`src/rtl/math_add_arb_pkg.sv`:
```
// Shared math arbitration helpers: requester-tag width and cyclic-priority pick.
package math_pkg;

  localparam int unsigned RR_MAX   = 16;
  localparam int unsigned RR_IDX_W = 4;
  localparam int unsigned RR_CNT_W = RR_IDX_W + 1;

  typedef struct packed {
    logic                hit;
    logic [RR_IDX_W-1:0] idx;
  } rr_pick_t;

  function automatic int unsigned id_width(input int unsigned n);
    return (n <= 2) ? 1 : $clog2(n);
  endfunction

  // First set bit of valid[0..n-1], searching upward from ptr and wrapping at n.
  function automatic rr_pick_t rr_pick(input logic [RR_MAX-1:0] valid,
                                       input logic [RR_IDX_W-1:0] ptr,
                                       input int unsigned n);
    rr_pick_t r;
    logic [RR_CNT_W-1:0] i;
    r = '0;
    for (int unsigned k = 0; k < RR_MAX; k++) begin
      i = {1'b0, ptr} + RR_CNT_W'(k);
      if (i >= RR_CNT_W'(n)) i = i - RR_CNT_W'(n);
      if (k < n && !r.hit && valid[i[RR_IDX_W-1:0]]) begin
        r.hit = 1'b1;
        r.idx = i[RR_IDX_W-1:0];
      end
    end
    return r;
  endfunction

endpackage

```
`src/rtl/math_add_arb_if.sv`:
```
// Requester and result handshake bundle of the shared-adder arbiter.
interface math_add_arb_if
  import math_pkg::*;
#(
  parameter int unsigned NUM_REQ  = 4,
  parameter int unsigned WIDTH    = 16,
  parameter int unsigned ID_WIDTH = id_width(NUM_REQ)
);
  logic [NUM_REQ-1:0]       req_valid;
  logic [NUM_REQ-1:0]       req_ready;
  logic [NUM_REQ*WIDTH-1:0] req_dina;
  logic [NUM_REQ*WIDTH-1:0] req_dinb;
  logic                     res_valid;
  logic                     res_ready;
  logic [WIDTH-1:0]         res_sum;
  logic [ID_WIDTH-1:0]      res_id;
  logic                     res_ovf;
  logic                     busy;

  modport slave (
    input  req_valid, req_dina, req_dinb, res_ready,
    output req_ready, res_valid, res_sum, res_id, res_ovf, busy
  );

  modport master (
    output req_valid, req_dina, req_dinb, res_ready,
    input  req_ready, res_valid, res_sum, res_id, res_ovf, busy
  );
endinterface

```
`src/rtl/math_add_arb_rr_arb.sv`:
```
// Round-robin grant with a rotating priority pointer that only moves on a grant.
module rr_arb
  import math_pkg::*;
#(
  parameter  int unsigned NUM_REQ  = 4,
  localparam int unsigned ID_WIDTH = id_width(NUM_REQ)
) (
  input  logic                clk,
  input  logic                rst_n,
  input  logic                ena,
  input  logic [NUM_REQ-1:0]  req_valid,
  output logic [NUM_REQ-1:0]  grant,
  output logic                grant_vld,
  output logic [ID_WIDTH-1:0] grant_id
);
  logic [ID_WIDTH-1:0] ptr;
  rr_pick_t            pick;

  always_comb begin
    pick      = rr_pick(RR_MAX'(req_valid), RR_IDX_W'(ptr), NUM_REQ);
    grant_vld = rst_n & ena & pick.hit;
    grant_id  = ID_WIDTH'(pick.idx);
    grant     = grant_vld ? (NUM_REQ'(1) << pick.idx) : '0;
  end

  always_ff @(posedge clk) begin
    if (!rst_n) begin
      ptr <= '0;
    end else if (grant_vld) begin
      ptr <= (pick.idx == RR_IDX_W'(NUM_REQ - 1)) ? '0 : ID_WIDTH'(pick.idx + 1'b1);
    end
  end
endmodule

```
`src/rtl/math_add_fab.sv`:
```
// Pipelined wrapping adder; dout follows its operands by LATENCY enabled edges.
module math_add_fab #(
  parameter int unsigned WIDTH   = 16,
  parameter int unsigned LATENCY = 1
) (
  input  logic             clk,
  input  logic             rst,
  input  logic             ena,
  input  logic [WIDTH-1:0] dina,
  input  logic [WIDTH-1:0] dinb,
  output logic [WIDTH-1:0] dout
);
  if (LATENCY == 0) begin : g_comb
    assign dout = dina + dinb;
  end else begin : g_pipe
    logic [WIDTH-1:0] pipe [LATENCY];

    always_ff @(posedge clk) begin
      if (rst) begin
        for (int unsigned s = 0; s < LATENCY; s++) pipe[s] <= '0;
      end else if (ena) begin
        pipe[0] <= dina + dinb;
        for (int unsigned s = 1; s < LATENCY; s++) pipe[s] <= pipe[s-1];
      end
    end

    assign dout = pipe[LATENCY-1];
  end
endmodule

```
`src/rtl/shift_reg.sv`:
```
// Enabled shift register; occupied reports any stage holding a set MSB (valid bit).
module shift_reg #(
  parameter int unsigned WIDTH = 8,
  parameter int unsigned DEPTH = 1
) (
  input  logic             clk,
  input  logic             rst,
  input  logic             ena,
  input  logic [WIDTH-1:0] d,
  output logic [WIDTH-1:0] q,
  output logic             occupied
);
  if (DEPTH == 0) begin : g_pass
    assign q        = d;
    assign occupied = 1'b0;
  end else begin : g_pipe
    logic [WIDTH-1:0] stage [DEPTH];

    always_ff @(posedge clk) begin
      if (rst) begin
        for (int unsigned s = 0; s < DEPTH; s++) stage[s] <= '0;
      end else if (ena) begin
        stage[0] <= d;
        for (int unsigned s = 1; s < DEPTH; s++) stage[s] <= stage[s-1];
      end
    end

    always_comb begin
      occupied = 1'b0;
      for (int unsigned s = 0; s < DEPTH; s++) occupied = occupied | stage[s][WIDTH-1];
    end

    assign q = stage[DEPTH-1];
  end
endmodule

```
`src/rtl/math_add_arb.sv`:
```
// Shares one pipelined adder among NUM_REQ requesters; tags ride alongside the sum.
module math_add_arb
  import math_pkg::*;
#(
  parameter int unsigned NUM_REQ = 4,
  parameter int unsigned WIDTH   = 16,
  parameter int unsigned LATENCY = 1
) (
  input logic            clk,
  input logic            rst_n,
  math_add_arb_if.slave  bus
);
  localparam int unsigned ID_WIDTH = id_width(NUM_REQ);
  localparam int unsigned TAG_W    = ID_WIDTH + 3;

  logic                rst, ena, grant_vld, tag_busy;
  logic [NUM_REQ-1:0]  grant;
  logic [ID_WIDTH-1:0] grant_id;
  logic [WIDTH-1:0]    dina, dinb, dout;
  logic [TAG_W-1:0]    tag_in, tag_out;
  logic                res_valid, res_ovf;
  logic [WIDTH-1:0]    res_sum;
  logic [ID_WIDTH-1:0] res_id;

  assign rst = ~rst_n;
  // A held result stalls everything upstream, including the arbiter.
  assign ena = ~res_valid | bus.res_ready;

  rr_arb #(.NUM_REQ(NUM_REQ)) u_arb (
    .clk      (clk),
    .rst_n    (rst_n),
    .ena      (ena),
    .req_valid(bus.req_valid),
    .grant    (grant),
    .grant_vld(grant_vld),
    .grant_id (grant_id)
  );

  always_comb begin
    dina = '0;
    dinb = '0;
    if (grant_vld) begin
      dina = bus.req_dina[grant_id*WIDTH +: WIDTH];
      dinb = bus.req_dinb[grant_id*WIDTH +: WIDTH];
    end
    tag_in = {grant_vld, grant_id, dina[WIDTH-1], dinb[WIDTH-1]};
  end

  shift_reg #(.WIDTH(TAG_W), .DEPTH(LATENCY)) u_tag (
    .clk     (clk),
    .rst     (rst),
    .ena     (ena),
    .d       (tag_in),
    .q       (tag_out),
    .occupied(tag_busy)
  );

  math_add_fab #(.WIDTH(WIDTH), .LATENCY(LATENCY)) u_add (
    .clk (clk),
    .rst (rst),
    .ena (ena),
    .dina(dina),
    .dinb(dinb),
    .dout(dout)
  );

  always_ff @(posedge clk) begin
    if (!rst_n) begin
      res_valid <= 1'b0;
      res_sum   <= '0;
      res_id    <= '0;
      res_ovf   <= 1'b0;
    end else if (ena) begin
      res_valid <= tag_out[TAG_W-1];
      if (tag_out[TAG_W-1]) begin
        res_sum <= dout;
        res_id  <= tag_out[TAG_W-2:2];
        res_ovf <= (tag_out[1] == tag_out[0]) & (dout[WIDTH-1] != tag_out[1]);
      end
    end
  end

  assign bus.req_ready = grant;
  assign bus.res_valid = res_valid;
  assign bus.res_sum   = res_sum;
  assign bus.res_id    = res_id;
  assign bus.res_ovf   = res_ovf;
  assign bus.busy      = res_valid | tag_busy;
endmodule

```
`src/flat_wrapper.sv`:
```
// flat-port wrapper written by rule: the top's interface ports become plain ports
module math_add_arb_flat import math_pkg::*;
#(
  parameter int unsigned NUM_REQ = 4,
  parameter int unsigned WIDTH   = 16,
  parameter int unsigned LATENCY = 1
)
  (clk, rst_n, bus_req_valid, bus_req_dina, bus_req_dinb, bus_res_ready, bus_req_ready, bus_res_valid, bus_res_sum, bus_res_id, bus_res_ovf, bus_busy);
  math_add_arb_if #(.NUM_REQ(NUM_REQ), .WIDTH(WIDTH)) bus_i ();
  input logic clk;
  input logic rst_n;
  input wire logic [$bits(bus_i.req_valid)-1:0] bus_req_valid;
  input wire logic [$bits(bus_i.req_dina)-1:0] bus_req_dina;
  input wire logic [$bits(bus_i.req_dinb)-1:0] bus_req_dinb;
  input wire logic [$bits(bus_i.res_ready)-1:0] bus_res_ready;
  output wire logic [$bits(bus_i.req_ready)-1:0] bus_req_ready;
  output wire logic [$bits(bus_i.res_valid)-1:0] bus_res_valid;
  output wire logic [$bits(bus_i.res_sum)-1:0] bus_res_sum;
  output wire logic [$bits(bus_i.res_id)-1:0] bus_res_id;
  output wire logic [$bits(bus_i.res_ovf)-1:0] bus_res_ovf;
  output wire logic [$bits(bus_i.busy)-1:0] bus_busy;
  assign bus_i.req_valid = bus_req_valid;
  assign bus_i.req_dina = bus_req_dina;
  assign bus_i.req_dinb = bus_req_dinb;
  assign bus_i.res_ready = bus_res_ready;
  assign bus_req_ready = bus_i.req_ready;
  assign bus_res_valid = bus_i.res_valid;
  assign bus_res_sum = bus_i.res_sum;
  assign bus_res_id = bus_i.res_id;
  assign bus_res_ovf = bus_i.res_ovf;
  assign bus_busy = bus_i.busy;
  math_add_arb #(.NUM_REQ(NUM_REQ), .WIDTH(WIDTH), .LATENCY(LATENCY)) u_core (.clk(clk), .rst_n(rst_n), .bus(bus_i));
endmodule
```
`config.mk`:
```
export PLATFORM = sky130hd
export DESIGN_NAME = math_add_arb_flat
export DESIGN_NICKNAME = d
export VERILOG_FILES = /design/src/rtl/math_add_arb_pkg.sv /design/src/rtl/math_add_arb_if.sv /design/src/rtl/math_add_arb_rr_arb.sv /design/src/rtl/math_add_fab.sv /design/src/rtl/shift_reg.sv /design/src/rtl/math_add_arb.sv /design/src/flat_wrapper.sv
export SDC_FILE = /design/constraint.sdc
export NUM_CORES = 1
export LEC_CHECK = 0
export CAP_MARGIN = 0
export CORE_AREA = 2 2 82 84
export CTS_BUF_LIST = sky130_fd_sc_hd__clkbuf_16
export DETAILED_ROUTE_END_ITERATION = 16
export DIE_AREA = 0 0 84 86
export DONT_BUFFER_PORTS = 1
export GPL_ROUTABILITY_DRIVEN = 0
export PLACE_DENSITY = 0.8
export SYNTH_ARGS = -nofsm -noshare
export SYNTH_HDL_FRONTEND = slang
export SYNTH_SLANG_ARGS = --single-unit
export TNS_END_PERCENT = 10
```
`constraint.sdc`:
```
create_clock -name clk -period 4.9 [get_ports clk]
set_clock_uncertainty 0.2 [all_clocks]
set_input_delay 0.98 -clock clk [delete_from_list [all_inputs] [get_ports clk]]
set_output_delay 0.98 -clock clk [all_outputs]
set_load 0.02 [all_outputs]
```
==> flow_summary.json <==
{
  "status": "completed",
  "post-route-cell-area_mm2": 0.003889,
  "slowest_delay_ns": 0.37,
  "num_rows": 29,
  "ios": 160,
  "fmax_mhz": 220.9,
  "avgSynthCellArea_um2": 8.972,
  "r2r-start": "u_core.u_arb.ptr[0]",
  "ir_worst_vdd_uv": 423.3,
  "routed_wirelength_um": 8681,
  "crit_family": "compound AO/OA/AOI/OAI gates",
  "synth_area_mm2": 0.003580,
  "critPathMostFrequentCell": "a21o_1",
  "synth_cell_type_count": 59,
  "power_density_mw_per_mm2": 648.6,
  "drtIter0Drc": 177,
  "tightest_slew_ns": 0.8208,
  "core_mm2": 0.006277,
  "cap_violations": 0,
  "worstReg2RegEnd": "u_core.u_add.g_pipe.pipe[0][15]",
  "async_flop_share_pct": 0,
  "start_util_pct": 57.03,
  "routedWlPerCell_um": 18.28,
  "p_leak_nw": 1.690,
  "hold_class": "flop to flop",
  "pre_cts_ws_ns": 0.04097,
  "yosysSeqAreaShare_pct": 29.92,
  "setup_viol": 0,
  "clk_latency_ns": 0.28,
  "maxSlewViolCount": 0,
  "dieHeight_um": 86,
  "critPathMaxFanout": 21,
  "clkTransAtPathRegs_ns": 0.06,
  "cp.depth": 16,
  "reg2reg_depth": 18,
  "final_core_util_pct": 61.95,
  "grt_use_total_pct": 23.22,
  "drtPass1Iterations": 4,
  "grt_start_max_net_pins": 28,
  "place_area_mm2": 0.003699,
  "syn2layout_area_growth_pct": 8.633,
  "nets": 551,
  "insertedDiodeCount": 0,
  "tritoncts": "built",
  "cp.buffers_inverters": 1,
  "final_antenna_net_count": 0,
  "port_buffers": 0,
  "worstPathArrival_ns": 4.35,
  "die-area_mm2": 0.007224,
  "numCtsBuffers": 5,
  "grt_pass1_vias": 2845,
  "synth_warnings": 0,
  "reg2reg_slack_ns": 0.37,
  "rsz0062_at_grt": "no",
  "grt_overflow": 0,
  "cts_buffer_depth": 2,
  "hpwl_um": 7005,
  "layout_setup_ws_ns": 0.3734,
  "clock_sinks": 43,
  "cp-end-kind": "flop",
  "route.detailed.drc": 0,
  "viasPerCell": 6.263,
  "htree_levels": 2,
  "startpoint_type": "input pin",
  "drive_gt1_share_pct": 10.80,
  "die_w_um": 84,
  "cp.required_ns": 4.72,
  "cpMaxStageDelayCell": "a2111oi_4",
  "synth-seq-cells": 43,
  "tns_ns": 0,
  "layout.cells.non_filler": 475,
  "synthCells": 399,
  "synth.net_count": 553,
  "vias": 2975,
  "antenna_found_initial": 0,
  "grt_pass1_wl_um": 13580,
  "fin_crit_ns": 4.527,
  "endpoint": "u_core.u_add.g_pipe.pipe[0][15]",
  "worstSetupStartpoint": "bus_req_valid[3]",
  "ctsRootBufferMaster": "clkbuf_16",
  "place_inst": 467,
  "finalHoldViolCount": 0,
  "synth-edff-count": 21,
  "synth_flop_cell": "dfxtp_1",
  "cp_cell_sequence": "and2_1 -> a2111oi_4 -> o21ai_1 -> nand2_8 -> buf_4 -> mux2i_1 -> o22ai_1 -> ha_1 -> a21o_1 -> a21o_1 -> a21o_1 -> nor2_1 -> a21oi_1 -> o41ai_1 -> nor2_1 -> mux2_1",
  "slew-limit-headroom_pct": 45.15,
  "finalCritPeriodShare_pct": 92.38,
  "timing.hold.ws_ns": 0.3263,
  "power_mw": 2.522,
  "worst-setup-path-type": "input pin to flop"
}
## worst min path at each step
stage,cells after the start,slack (ns),start,end
finish,2,0.33,u_core.u_add.g_pipe.pipe[0][8],u_core.bus.res_sum[8]
global route,2,0.34,u_core.u_add.g_pipe.pipe[0][3],u_core.bus.res_sum[3]
CTS,2,0.34,u_core.u_add.g_pipe.pipe[0][8],u_core.bus.res_sum[8]
detailed placement,2,0.33,u_core.u_add.g_pipe.pipe[0][4],u_core.bus.res_sum[4]
global placement,2,0.31,u_core.u_add.g_pipe.pipe[0][13],u_core.bus.res_sum[13]
floorplan,1,0.29,u_core.u_tag.g_pipe.stage[0][4],u_core.bus.res_valid
## cell usage after synthesis (all sizes together) (2+ instances only)
master | n | area, µm²
a21boi | 18 | 135.1
a21o | 6 | 45.04
a21oi | 14 | 73.82
a311oi | 2 | 17.52
a31oi | 4 | 25.02
and2 | 5 | 31.28
and3 | 3 | 18.77
buf | 12 | 65.06
clkbuf | 14 | 52.55
dfxtp | 22 | 440.4
edfxtp | 21 | 630.6
ha | 18 | 225.2
inv | 11 | 41.29
mux2 | 3 | 33.78
mux2i | 63 | 630.6
mux4 | 2 | 45.04
nand2 | 48 | 190.2
nand2b | 2 | 12.51
nand3 | 9 | 55.05
nand3b | 2 | 15.01
nor2 | 29 | 108.9
nor2b | 2 | 12.51
nor3 | 4 | 20.02
nor3b | 2 | 15.01
nor4b | 2 | 17.52
o21a | 3 | 22.52
o21ai | 11 | 58.80
o21bai | 3 | 22.52
o22ai | 32 | 206.5
or2 | 2 | 12.51
xnor2 | 5 | 43.79
xor2 | 7 | 61.31
## sequential cells by signal, summed over array words and instances (netlist names)
signal / cells
u_core.bus.res_id: 2
u_core.bus.res_ovf: 1
u_core.bus.res_sum: 16
u_core.bus.res_valid: 1
u_core.u_add.g_pipe.pipe: 16
u_core.u_arb.ptr: 2
u_core.u_tag.g_pipe.stage: 5
## repair_timing
action	CTS	global route
endpoints found under the setup margin	0	6
gates resized for setup	0	5
buffers inserted	0	0
hold buffers	0	0
## cells in the final DEF (no fill, tap or decap), types with 6 or more instances in the layout
| master | instances |
|---|---|
| a21o_1 | 6 |
| a21oi_1 | 13 |
| buf_4 | 16 |
| inv_1 | 11 |
| ha_1 | 17 |
| o21ai_0 | 9 |
| o22ai_1 | 31 |
| nor2_1 | 28 |
| nand2_1 | 46 |
| xor2_1 | 7 |
| dfxtp_1 | 22 |
| edfxtp_1 | 21 |
| nand3_1 | 7 |
| a21boi_0 | 18 |
| mux2i_1 | 63 |
## cell type report
| type | instances | area [µm²] |
|---|---|---|
| Fill cell | 553 | 2389 |
| Timing Repair Buffer | 17 | 140.1 |
| Clock inverter | 3 | 38.79 |
| Multi-Input combinational cell | 319 | 2376 |
| Sequential cell | 43 | 1071 |
| Inverter | 11 | 41.29 |
| Tap cell | 77 | 96.34 |
| Clock buffer | 5 | 125.1 |
## power by group
part	switching (mW)	total (mW)	internal, mW	leakage (nW)
Clock	0.126	0.363	0.237	0.0812
Sequential	0.0667	0.564	0.497	0.422
Combinational	0.875	1.60	0.720	1.19
## logic make-up (layout without fill, tap and decap cells)
logic type,count (synthesis),in the layout,synth area share [%]
buffers and inverters,37,36,4.439
DFF,43,43,29.92
AOI/OAI and AO/OA,105,105,20.69
xor gates and xnor gates,12,12,2.936
muxes,68,68,19.82
and+or+nand+nor,115,115,15.34
adders and majority gates,19,19,6.851
## worst register-to-register path, cell delays in order, from the launching register on
cell and delay (ns):
dfxtp_1 0.35, inv_1 0.12, ha_4 0.38, mux4_2 0.35, nand3_2 0.14, nand3_2 0.15, nand2_8 0.21, buf_4 0.23
mux2i_1 0.20, o22ai_1 0.10, ha_1 0.36, a21o_1 0.20, a21o_1 0.18, a21o_1 0.21, nor2_1 0.10, a21oi_1 0.09
o41ai_1 0.31, nor2_1 0.07, mux2_1 0.32
## routing by layer
metal	GRT usage [%]	vias up	part of all wire, %
li1	-	1476	-
met5	0	-	0
met3	5.197	16	7.5
met2	39.35	152	49
met4	9.238	0	2.5
met1	28.86	1331	41
Note: power is estimated with default switching activity, not from simulation.
